**config.mk**
```make
export PLATFORM = sky130hd
export DESIGN_NAME = top_formal_stimulus_gen_flat
export DESIGN_NICKNAME = d
export VERILOG_FILES = /design/src/rtl/top_formal_pkg.sv /design/src/rtl/top_formal_stimulus_gen_if.sv /design/src/rtl/formal_lfsr.sv /design/src/rtl/top_formal_stimulus_gen.sv /design/src/flat_wrapper.sv
export SDC_FILE = /design/constraint.sdc
export NUM_CORES = 1
export LEC_CHECK = 0
export ABC_AREA = 1
export BUFFER_PORTS_ARGS = -buffer_cell sky130_fd_sc_hd__buf_2
export CELL_PAD_IN_SITES_DETAIL_PLACEMENT = 0
export CELL_PAD_IN_SITES_GLOBAL_PLACEMENT = 1
export CORE_MARGIN = 2
export CORE_UTILIZATION = 30
export CTS_CLUSTER_DIAMETER = 80
export DETAILED_ROUTE_END_ITERATION = 10
export PLACE_DENSITY = 0.7
export SYNTH_ARGS = -nofsm -noshare
export SYNTH_HDL_FRONTEND = slang
export SYNTH_SLANG_ARGS = --single-unit
```
**constraint.sdc**
```tcl
create_clock -name clk -period 1.5 [get_ports clk]
set_input_delay 0 -clock clk [delete_from_list [all_inputs] [get_ports clk]]
set_output_delay 0 -clock clk [all_outputs]
set_load 0.03 [all_outputs]
```
**src/rtl/top_formal_pkg.sv**
```systemverilog
// Shared types and constants for the on-fabric formal stimulus generator:
// FSM state enum, Galois LFSR tap masks and the zero-seed guard.
package top_formal_pkg;

  typedef enum logic [2:0] {
    IDLE,
    APPLY,
    RUN,
    DRAIN,
    DONE
  } formal_state_t;

  localparam logic [15:0] LFSR_TAPS_16 = 16'hB400;
  localparam logic [7:0]  LFSR_TAPS_8  = 8'hB8;

  // Right-shift Galois tap mask for a given width; unknown widths fall back to the 16-bit mask.
  function automatic logic [63:0] lfsr_taps(input int width);
    case (width)
      8:       return 64'(LFSR_TAPS_8);
      default: return 64'(LFSR_TAPS_16);
    endcase
  endfunction

  // An all-zero LFSR would lock up, so a zero seed is replaced by 1.
  function automatic logic [63:0] nonzero_seed(input logic [63:0] seed);
    return (seed == 64'd0) ? 64'd1 : seed;
  endfunction

endpackage

```
**src/rtl/top_formal_stimulus_gen_if.sv**
```systemverilog
// Handshake, stimulus and response bundle between the test controller,
// the stimulus generator and the DUT/reference pins.
interface top_formal_stimulus_gen_if #(
  parameter int NUM_IN  = 2,
  parameter int NUM_OUT = 1,
  parameter int CNT_W   = 16
);

  logic               start_i;
  logic [CNT_W-1:0]   run_len_i;
  logic [NUM_IN-1:0]  stim_o;
  logic               stim_valid_o;
  logic               busy_o;
  logic               done_o;
  logic [NUM_OUT-1:0] dut_out_i;
  logic [NUM_OUT-1:0] ref_out_i;
  logic               mismatch_o;
  logic [CNT_W-1:0]   err_cnt_o;

  // Controller / DUT-harness side
  modport master (
    output start_i, run_len_i, dut_out_i, ref_out_i,
    input  stim_o, stim_valid_o, busy_o, done_o, mismatch_o, err_cnt_o
  );

  // Stimulus generator side
  modport slave (
    input  start_i, run_len_i, dut_out_i, ref_out_i,
    output stim_o, stim_valid_o, busy_o, done_o, mismatch_o, err_cnt_o
  );

endinterface

```
**src/rtl/formal_lfsr.sv**
```systemverilog
// Right-shift Galois LFSR with synchronous reset/load to a fixed seed and an
// advance enable; load has priority over advance.
module formal_lfsr
  import top_formal_pkg::*;
#(
  parameter int           W    = 16,
  parameter logic [W-1:0] TAPS = LFSR_TAPS_16,
  parameter logic [W-1:0] SEED = {{(W-1){1'b0}}, 1'b1}
) (
  input  logic         clk,
  input  logic         reset,
  input  logic         load,
  input  logic         advance,
  output logic [W-1:0] state
);

  logic [W-1:0] state_reg;
  logic [W-1:0] state_next;

  always_comb begin
    state_next = state_reg;
    if (load) begin
      state_next = SEED;
    end else if (advance) begin
      state_next = (state_reg >> 1) ^ (state_reg[0] ? TAPS : '0);
    end
  end

  always_ff @(posedge clk) begin
    if (reset) begin
      state_reg <= SEED;
    end else begin
      state_reg <= state_next;
    end
  end

  assign state = state_reg;

endmodule

```
**src/rtl/top_formal_stimulus_gen.sv**
```systemverilog
// Bounded pseudo-random stimulus generator with start/done handshake and an
// optional response comparator/error counter enabled by SELF_CHECK_EN.
module top_formal_stimulus_gen
  import top_formal_pkg::*;
#(
  parameter int                NUM_IN  = 2,
  parameter int                NUM_OUT = 1,
  parameter int                LFSR_W  = 16,
  parameter logic [LFSR_W-1:0] SEED    = 16'hACE1,
  parameter int                CNT_W   = 16
) (
  input logic                      clk,
  input logic                      reset,
  top_formal_stimulus_gen_if.slave bus
);

  localparam logic [LFSR_W-1:0] SEED_EFF   = LFSR_W'(nonzero_seed(64'(SEED)));
  localparam logic [LFSR_W-1:0] LFSR_TAPS  = LFSR_W'(lfsr_taps(LFSR_W));

  formal_state_t     state_reg;
  formal_state_t     state_next;
  logic [CNT_W-1:0]  rem_reg;
  logic [CNT_W-1:0]  rem_next;
  logic              start_ok;
  logic              lfsr_load;
  logic              lfsr_advance;
  logic [LFSR_W-1:0] lfsr_state;
  logic              stim_valid_reg;
  logic              busy_reg;
  logic              done_reg;

  formal_lfsr #(
    .W    (LFSR_W),
    .TAPS (LFSR_TAPS),
    .SEED (SEED_EFF)
  ) u_lfsr (
    .clk     (clk),
    .reset   (reset),
    .load    (lfsr_load),
    .advance (lfsr_advance),
    .state   (lfsr_state)
  );

  // rem_reg holds the number of RUN cycles still to go, including the current one.
  always_comb begin
    state_next   = state_reg;
    rem_next     = rem_reg;
    start_ok     = 1'b0;
    lfsr_load    = 1'b0;
    lfsr_advance = 1'b0;
    case (state_reg)
      IDLE, DONE: begin
        if (bus.start_i) begin
          if (bus.run_len_i == '0) begin
            state_next = DONE;
          end else begin
            state_next = APPLY;
            rem_next   = bus.run_len_i - CNT_W'(1);
            start_ok   = 1'b1;
            lfsr_load  = 1'b1;
          end
        end
      end
      APPLY: begin
        if (rem_reg == '0) begin
          state_next = DRAIN;
        end else begin
          state_next   = RUN;
          lfsr_advance = 1'b1;
        end
      end
      RUN: begin
        if (rem_reg == CNT_W'(1)) begin
          state_next = DRAIN;
        end else begin
          rem_next     = rem_reg - CNT_W'(1);
          lfsr_advance = 1'b1;
        end
      end
      DRAIN:   state_next = DONE;
      default: state_next = IDLE;
    endcase
  end

  // Status flags are registered from the next state so they line up with it.
  always_ff @(posedge clk) begin
    if (reset) begin
      state_reg      <= IDLE;
      rem_reg        <= '0;
      stim_valid_reg <= 1'b0;
      busy_reg       <= 1'b0;
      done_reg       <= 1'b0;
    end else begin
      state_reg      <= state_next;
      rem_reg        <= rem_next;
      stim_valid_reg <= (state_next == APPLY) || (state_next == RUN);
      busy_reg       <= (state_next == APPLY) || (state_next == RUN) || (state_next == DRAIN);
      done_reg       <= (state_next == DONE);
    end
  end

  assign bus.stim_o       = lfsr_state[NUM_IN-1:0];
  assign bus.stim_valid_o = stim_valid_reg;
  assign bus.busy_o       = busy_reg;
  assign bus.done_o       = done_reg;

`ifdef SELF_CHECK_EN
  logic [NUM_OUT-1:0] bit_diff;
  logic               compare_en;
  logic               mismatch_reg;
  logic [CNT_W-1:0]   err_cnt_reg;
  logic               unused_lfsr;

  for (genvar gi = 0; gi < NUM_OUT; gi++) begin : g_diff
    assign bit_diff[gi] = bus.dut_out_i[gi] ^ bus.ref_out_i[gi];
  end

  // Responses lag their vector by one cycle, so RUN and DRAIN are the compare cycles.
  assign compare_en  = (state_reg == RUN) || (state_reg == DRAIN);
  assign unused_lfsr = ^lfsr_state;

  always_ff @(posedge clk) begin
    if (reset) begin
      mismatch_reg <= 1'b0;
      err_cnt_reg  <= '0;
    end else begin
      mismatch_reg <= compare_en && (|bit_diff);
      if (start_ok) begin
        err_cnt_reg <= '0;
      end else if (compare_en && (|bit_diff) && (err_cnt_reg != '1)) begin
        err_cnt_reg <= err_cnt_reg + CNT_W'(1);
      end
    end
  end

  assign bus.mismatch_o = mismatch_reg;
  assign bus.err_cnt_o  = err_cnt_reg;
`else
  logic unused_inputs;

  assign unused_inputs  = ^{bus.dut_out_i, bus.ref_out_i, start_ok, lfsr_state};
  assign bus.mismatch_o = 1'b0;
  assign bus.err_cnt_o  = '0;
`endif

endmodule

```
**src/flat_wrapper.sv**
```systemverilog
// flat-port wrapper written by rule: the top's interface ports become plain ports
module top_formal_stimulus_gen_flat import top_formal_pkg::*;
#(
  parameter int                NUM_IN  = 2,
  parameter int                NUM_OUT = 1,
  parameter int                LFSR_W  = 16,
  parameter logic [LFSR_W-1:0] SEED    = 16'hACE1,
  parameter int                CNT_W   = 16
)
  (clk, reset, bus_start_i, bus_run_len_i, bus_dut_out_i, bus_ref_out_i, bus_stim_o, bus_stim_valid_o, bus_busy_o, bus_done_o, bus_mismatch_o, bus_err_cnt_o);
  top_formal_stimulus_gen_if #(.NUM_IN(NUM_IN), .NUM_OUT(NUM_OUT), .CNT_W(CNT_W)) bus_i ();
  input logic clk;
  input logic reset;
  input wire logic [$bits(bus_i.start_i)-1:0] bus_start_i;
  input wire logic [$bits(bus_i.run_len_i)-1:0] bus_run_len_i;
  input wire logic [$bits(bus_i.dut_out_i)-1:0] bus_dut_out_i;
  input wire logic [$bits(bus_i.ref_out_i)-1:0] bus_ref_out_i;
  output wire logic [$bits(bus_i.stim_o)-1:0] bus_stim_o;
  output wire logic [$bits(bus_i.stim_valid_o)-1:0] bus_stim_valid_o;
  output wire logic [$bits(bus_i.busy_o)-1:0] bus_busy_o;
  output wire logic [$bits(bus_i.done_o)-1:0] bus_done_o;
  output wire logic [$bits(bus_i.mismatch_o)-1:0] bus_mismatch_o;
  output wire logic [$bits(bus_i.err_cnt_o)-1:0] bus_err_cnt_o;
  assign bus_i.start_i = bus_start_i;
  assign bus_i.run_len_i = bus_run_len_i;
  assign bus_i.dut_out_i = bus_dut_out_i;
  assign bus_i.ref_out_i = bus_ref_out_i;
  assign bus_stim_o = bus_i.stim_o;
  assign bus_stim_valid_o = bus_i.stim_valid_o;
  assign bus_busy_o = bus_i.busy_o;
  assign bus_done_o = bus_i.done_o;
  assign bus_mismatch_o = bus_i.mismatch_o;
  assign bus_err_cnt_o = bus_i.err_cnt_o;
  top_formal_stimulus_gen #(.NUM_IN(NUM_IN), .NUM_OUT(NUM_OUT), .LFSR_W(LFSR_W), .SEED(SEED), .CNT_W(CNT_W)) u_core (.clk(clk), .reset(reset), .bus(bus_i));
endmodule
```
# == Word-level counts from Yosys, hierarchy flattened ==
# Index checks and enable logic that the tools add are counted.
# op_classes
n_lt_le_gt_ge,0
n_bitwise,1
n_mul,0
n_reduce_logical,9
muxes,16
n_shift,0
n_eq_ne,12
div,0
add_sub_neg,2
# op_table
operator,count
2-to-1 mux 16 bit,4
logical NOT 16 bit,2
case mux 16 bit (2 select lines),1
"subtractor 16 x 1 -> 16 bit, second input constant",2
"== test 16 x 1 -> 1 bit, second input constant",1
bitwise XOR 15 x 16 -> 16 bit,1
"== test 3 x 2 -> 1 bit, second input constant",4
case mux 3 bit (4 select lines),1
2-to-1 mux 3 bit,3
"== test 3 x 1 -> 1 bit, second input constant",2
"== test 3 bit, second input constant",2
2-to-1 mux 1 bit,6
"!= test 2 bit, second input constant",3
AND reduction 4 bit,1
OR reduction 2 bit,2
logical NOT 3 bit,1
logical OR 1 bit,2
case mux 1 bit (2 select lines),1
nonzero test 2 bit,1
# word_totals
latchBits,0
register_bits,38
n_memories,0
romBits,0
mem_bits_rw,0
inputBits,21

# == Longest topological paths before layout ==
# logic_depth
depth_word,7
ltp_mapped,11

# == By module ==
# From an unflattened synthesis, not the netlist that was laid out.
# hier_totals
cells_unflattened,413
area_unflattened_um2,2646.3
# modules_own_cells
module,seq_area_each_um2,area_per_inst_um2,cells_each,instances
top_formal_stimulus_gen,440.4,1979.4,331,1
formal_lfsr,320.3,666.9,82,1

# == Worst setup path before layout ==
# OpenSTA, ideal clock, no wires.
# synth_path
path_kind,reg-to-reg
start,register u_core.rem_reg[0]
end,register u_core.rem_reg[8]
stages_incl_launch_ff,10
path_buffers,0
t_arrival_ns,1.285
slack_ns,0.098
path_cell_list,dfxtp_1 > inv_1 > ha_1 > nand2_1 > nor2_1 > nor2_1 > o21ai_0 > o21ai_0 > nor2_1 > nor2_1
# synth_via
elab_chain_len,3
# synth_lines
element,line,source
from (decl),top_formal_stimulus_gen.sv:22,logic [CNT_W-1:0] rem_reg;
from (signal assigned),top_formal_stimulus_gen.sv:95,rem_reg <= rem_next;
subtractor 16 x 1 -> 16 bit / == test 16 x 1 -> 1 bit (equally long branches),"top_formal_stimulus_gen.sv:76, top_formal_stimulus_gen.sv:73",
2-to-1 mux 16 bit / != test 2 bit (equally long branches),--,
case mux 16 bit (2 select lines) / AND reduction 4 bit (equally long branches),--,
# Several ways; a longest one is shown, not always the timed one. The select of a mux whose other input is x is not followed.
# A chain may end at the register's enable or synchronous reset.

# == Worst setup path after layout ==
# layout_path
start,register u_core.rem_reg[0]
end,register u_core.u_lfsr.state_reg[12] (netlist: u_core.u_lfsr.state[12])
# layout_via
elab_chain_len,3
# layout_lines
element,line,source
== test 16 x 1 -> 1 bit / logical NOT 16 bit (equally long branches),"top_formal_stimulus_gen.sv:73, top_formal_stimulus_gen.sv:65",
2-to-1 mux 1 bit (on tied branches),"top_formal_stimulus_gen.sv:73, top_formal_stimulus_gen.sv:65",
case mux 1 bit (2 select lines) *,top_formal_stimulus_gen.sv:51,case (state_reg)
to (signal assigned),formal_lfsr.sv:33,state_reg <= state_next;
to (decl),formal_lfsr.sv:17,logic [W-1:0] state_reg;
# Every way passes the cells marked *; elsewhere a longest branch is shown, timed or not.

==> flow_metrics.tcl <==
set metrics [dict create \
    synth-compound-area-share_pct 12.3 \
    ant_nets 0 \
    stdcell_count 562 \
    synth_seq_cells 38 \
    seq_area_frac_synth_pct 27.6 \
    first_iter_violations 130 \
    syn2layout_area_growth_pct 26.5 \
    max_freq_mhz 693 \
    first_pass_iters 6 \
    synth.most_common_cell "nand2_1" \
    rsz0062_at_grt "true" \
    grt_pass1_wl_um 11100 \
    num_rows 34 \
    hold_path.class "in -> reg" \
    synth_area_um2 2760 \
    io_buffers 23 \
    synth-simple-area-share_pct 43.3 \
    ir_worst_vdd_mv 0.348 \
    p_total_mw 3.67 \
    synth_top_family_by_area "simple AND/OR/NAND/NOR gates" \
    dp_hpwl_um 4990 \
    place_congestion 0.777 \
    htreeDepth 2 \
    yosys.area_share.adder_pct 1.81 \
    worst_ep_arrival_time_ps 1640 \
    end_kind "flop" \
    critical_path.max_fanout 18 \
    worstHoldStart "bus_run_len_i[14]" \
    finalSetupTns_ps 0 \
    critical_path.startpoint "u_core.rem_reg[0]" \
    clock_path_buffers 2 \
    synth_edf_count 0 \
    setup_violations 0 \
    syn_inst 399 \
    ys_types 39 \
    synth_top_area_share_pct 27.6 \
    clk_latency_ps 300 \
    layout_setup_ws_ps 57.0 \
    cts_tree "done" \
    grt_antenna_before_repair 0 \
    grt_usage_pct 13.9 \
    rr_startpoint "u_core.rem_reg[0]" \
    fp.coreArea_um2 8810 \
    finalMaxSlewViolations 0 \
    p_leak_nw 1.57 \
    synth-xor-area-share_pct 1.90 \
    synth_mux_area_share_pct 0.363 \
    dp_cells 552 \
    dpl_cell_area_um2 3130 \
    start_util_pct 31.3 \
    synth.top_cells.by_count "nand2_1 (91), nor2_1 (59), dfxtp_1 (38)" \
    finish.utilization_pct 39.6 \
    async_flop_share_pct 0 \
    path_clk_slew_ps 90 \
    worstSetupStartpointType "flop" \
    finalClockSkew_ps 8.72 \
    numCtsBuffers 5 \
    die_x_um 99.9 \
    antenna_cells 0 \
    finalHoldViolCount 0 \
    ios 43 \
    synth_top_cells_by_area "dfxtp_1 (28%), nand2_1 (12%), nor2_1 (8.0%), nand3_1 (6.7%), buf_4 (5.2%)" \
    crit_required_ps 1700 \
    ys_dominant_reg_cell "dfxtp_1" \
    p_per_area_nw_per_um2 1050 \
    post-place-ws_ps -43.1 \
    vias 2562 \
    yosysWarnings 0 \
    die_h_um 99.9 \
    status "complete, no violations" \
    synth_largest_area_cell "dfxtp_1" \
    worst_hold_slack_ps 118 \
    drt-wirelength-per-cell_um 11.7 \
    fin_crit_sh_pct 96.2 \
    clock_sinks 38 \
    grt_pass1_vias 2321 \
    period_minus_slack_ps 1440 \
    critical_path_class "reg -> reg" \
    drive_gt1_share_pct 36.1 \
    overflow 0 \
    rrSetupSlack_ps 60 \
    cap_violations 0 \
    nNetsFinal 478 \
    grt_start_max_net_pins 19 \
    final_area_um2 3490 \
    die-area_um2 9980 \
    cts_root_buf "clkbuf_8" \
    avgSynthCellArea_um2 6.91 \
    viasPerCell 4.56 \
    drt-total-wl_um 6600 \
    drc 0 \
]
-- worst paths after layout --
kind | to | cells past startpoint
worst max-delay path | u_core.u_lfsr.state[12] | 8
worst min-delay path | u_core.rem_reg[14] | 5
worst max register to register | u_core.u_lfsr.state[12] | 8
worst min register to register | u_core.u_lfsr.state[6] | 2
-- critical path: stages (launching register included) --
cell      delay, ps
dfxtp_4         390
inv_2            80
ha_1            230
nand3_2          90
nand2_2          80
nand2_8         140
clkinv_8        110
o21ai_0         170
nor2_1           60
-- cell usage in the layout (no fill, tap or decap), types with 8 or more instances in the layout --
| master | netlist | layout |
|---|---|---|
| a21oi_2 | 7 | 9 |
| buf_2 | 2 | 23 |
| buf_4 | 19 | 29 |
| conb_1 | 1 | 17 |
| dfxtp_1 | 38 | 28 |
| dfxtp_2 | 0 | 8 |
| inv_1 | 29 | 27 |
| nand2_1 | 91 | 85 |
| nand2_2 | 6 | 10 |
| nand3_1 | 37 | 37 |
| nor2_1 | 59 | 44 |
| nor2_2 | 11 | 15 |
| nor2_4 | 4 | 15 |
| o21ai_0 | 21 | 16 |
-- layout make-up --
class                           count  area (um^2)
Clock buffer                        5         68.8
Sequential cell                    38          778
Timing Repair Buffer               58          417
Clock inverter                      3         68.8
Fill cell                         959         5320
Tap cell                          108          135
Multi-Input combinational cell    317         1880
Inverter                           33          144
-- power breakdown --
group | internal (mW) | switching, mW
clock network | 0.667 | 0.411
registers | 1.12 | 0.0953
logic | 0.554 | 0.827
total | 2.34 | 1.33
-- metal layers --
metal  wire [um]  GRT usage (%)
met5           0              0
met1        3310           19.1
met3         204           2.30
met4          70           3.48
met2        3010           22.6
-- timing repair --
item | 4_1_cts | 5_1_grt
hold endpoints to repair | 2 | 0
resized for setup | 6 | 63
endpoints found under the setup margin | 7 | 34
setup buffers | 0 | 1
pin swaps | 0 | 16
hold buffers | 1 | 0
-- cells by family after synthesis --
logic type | Yosys count
buffers and inverters | 60
xor gates and xnor gates | 6
and+or+nand+nor | 238
AOI/OAI and AO/OA | 51
muxes | 1
DFF | 38
other | 1
adders and majority gates | 4
Note: power is estimated with default switching activity, not from simulation.
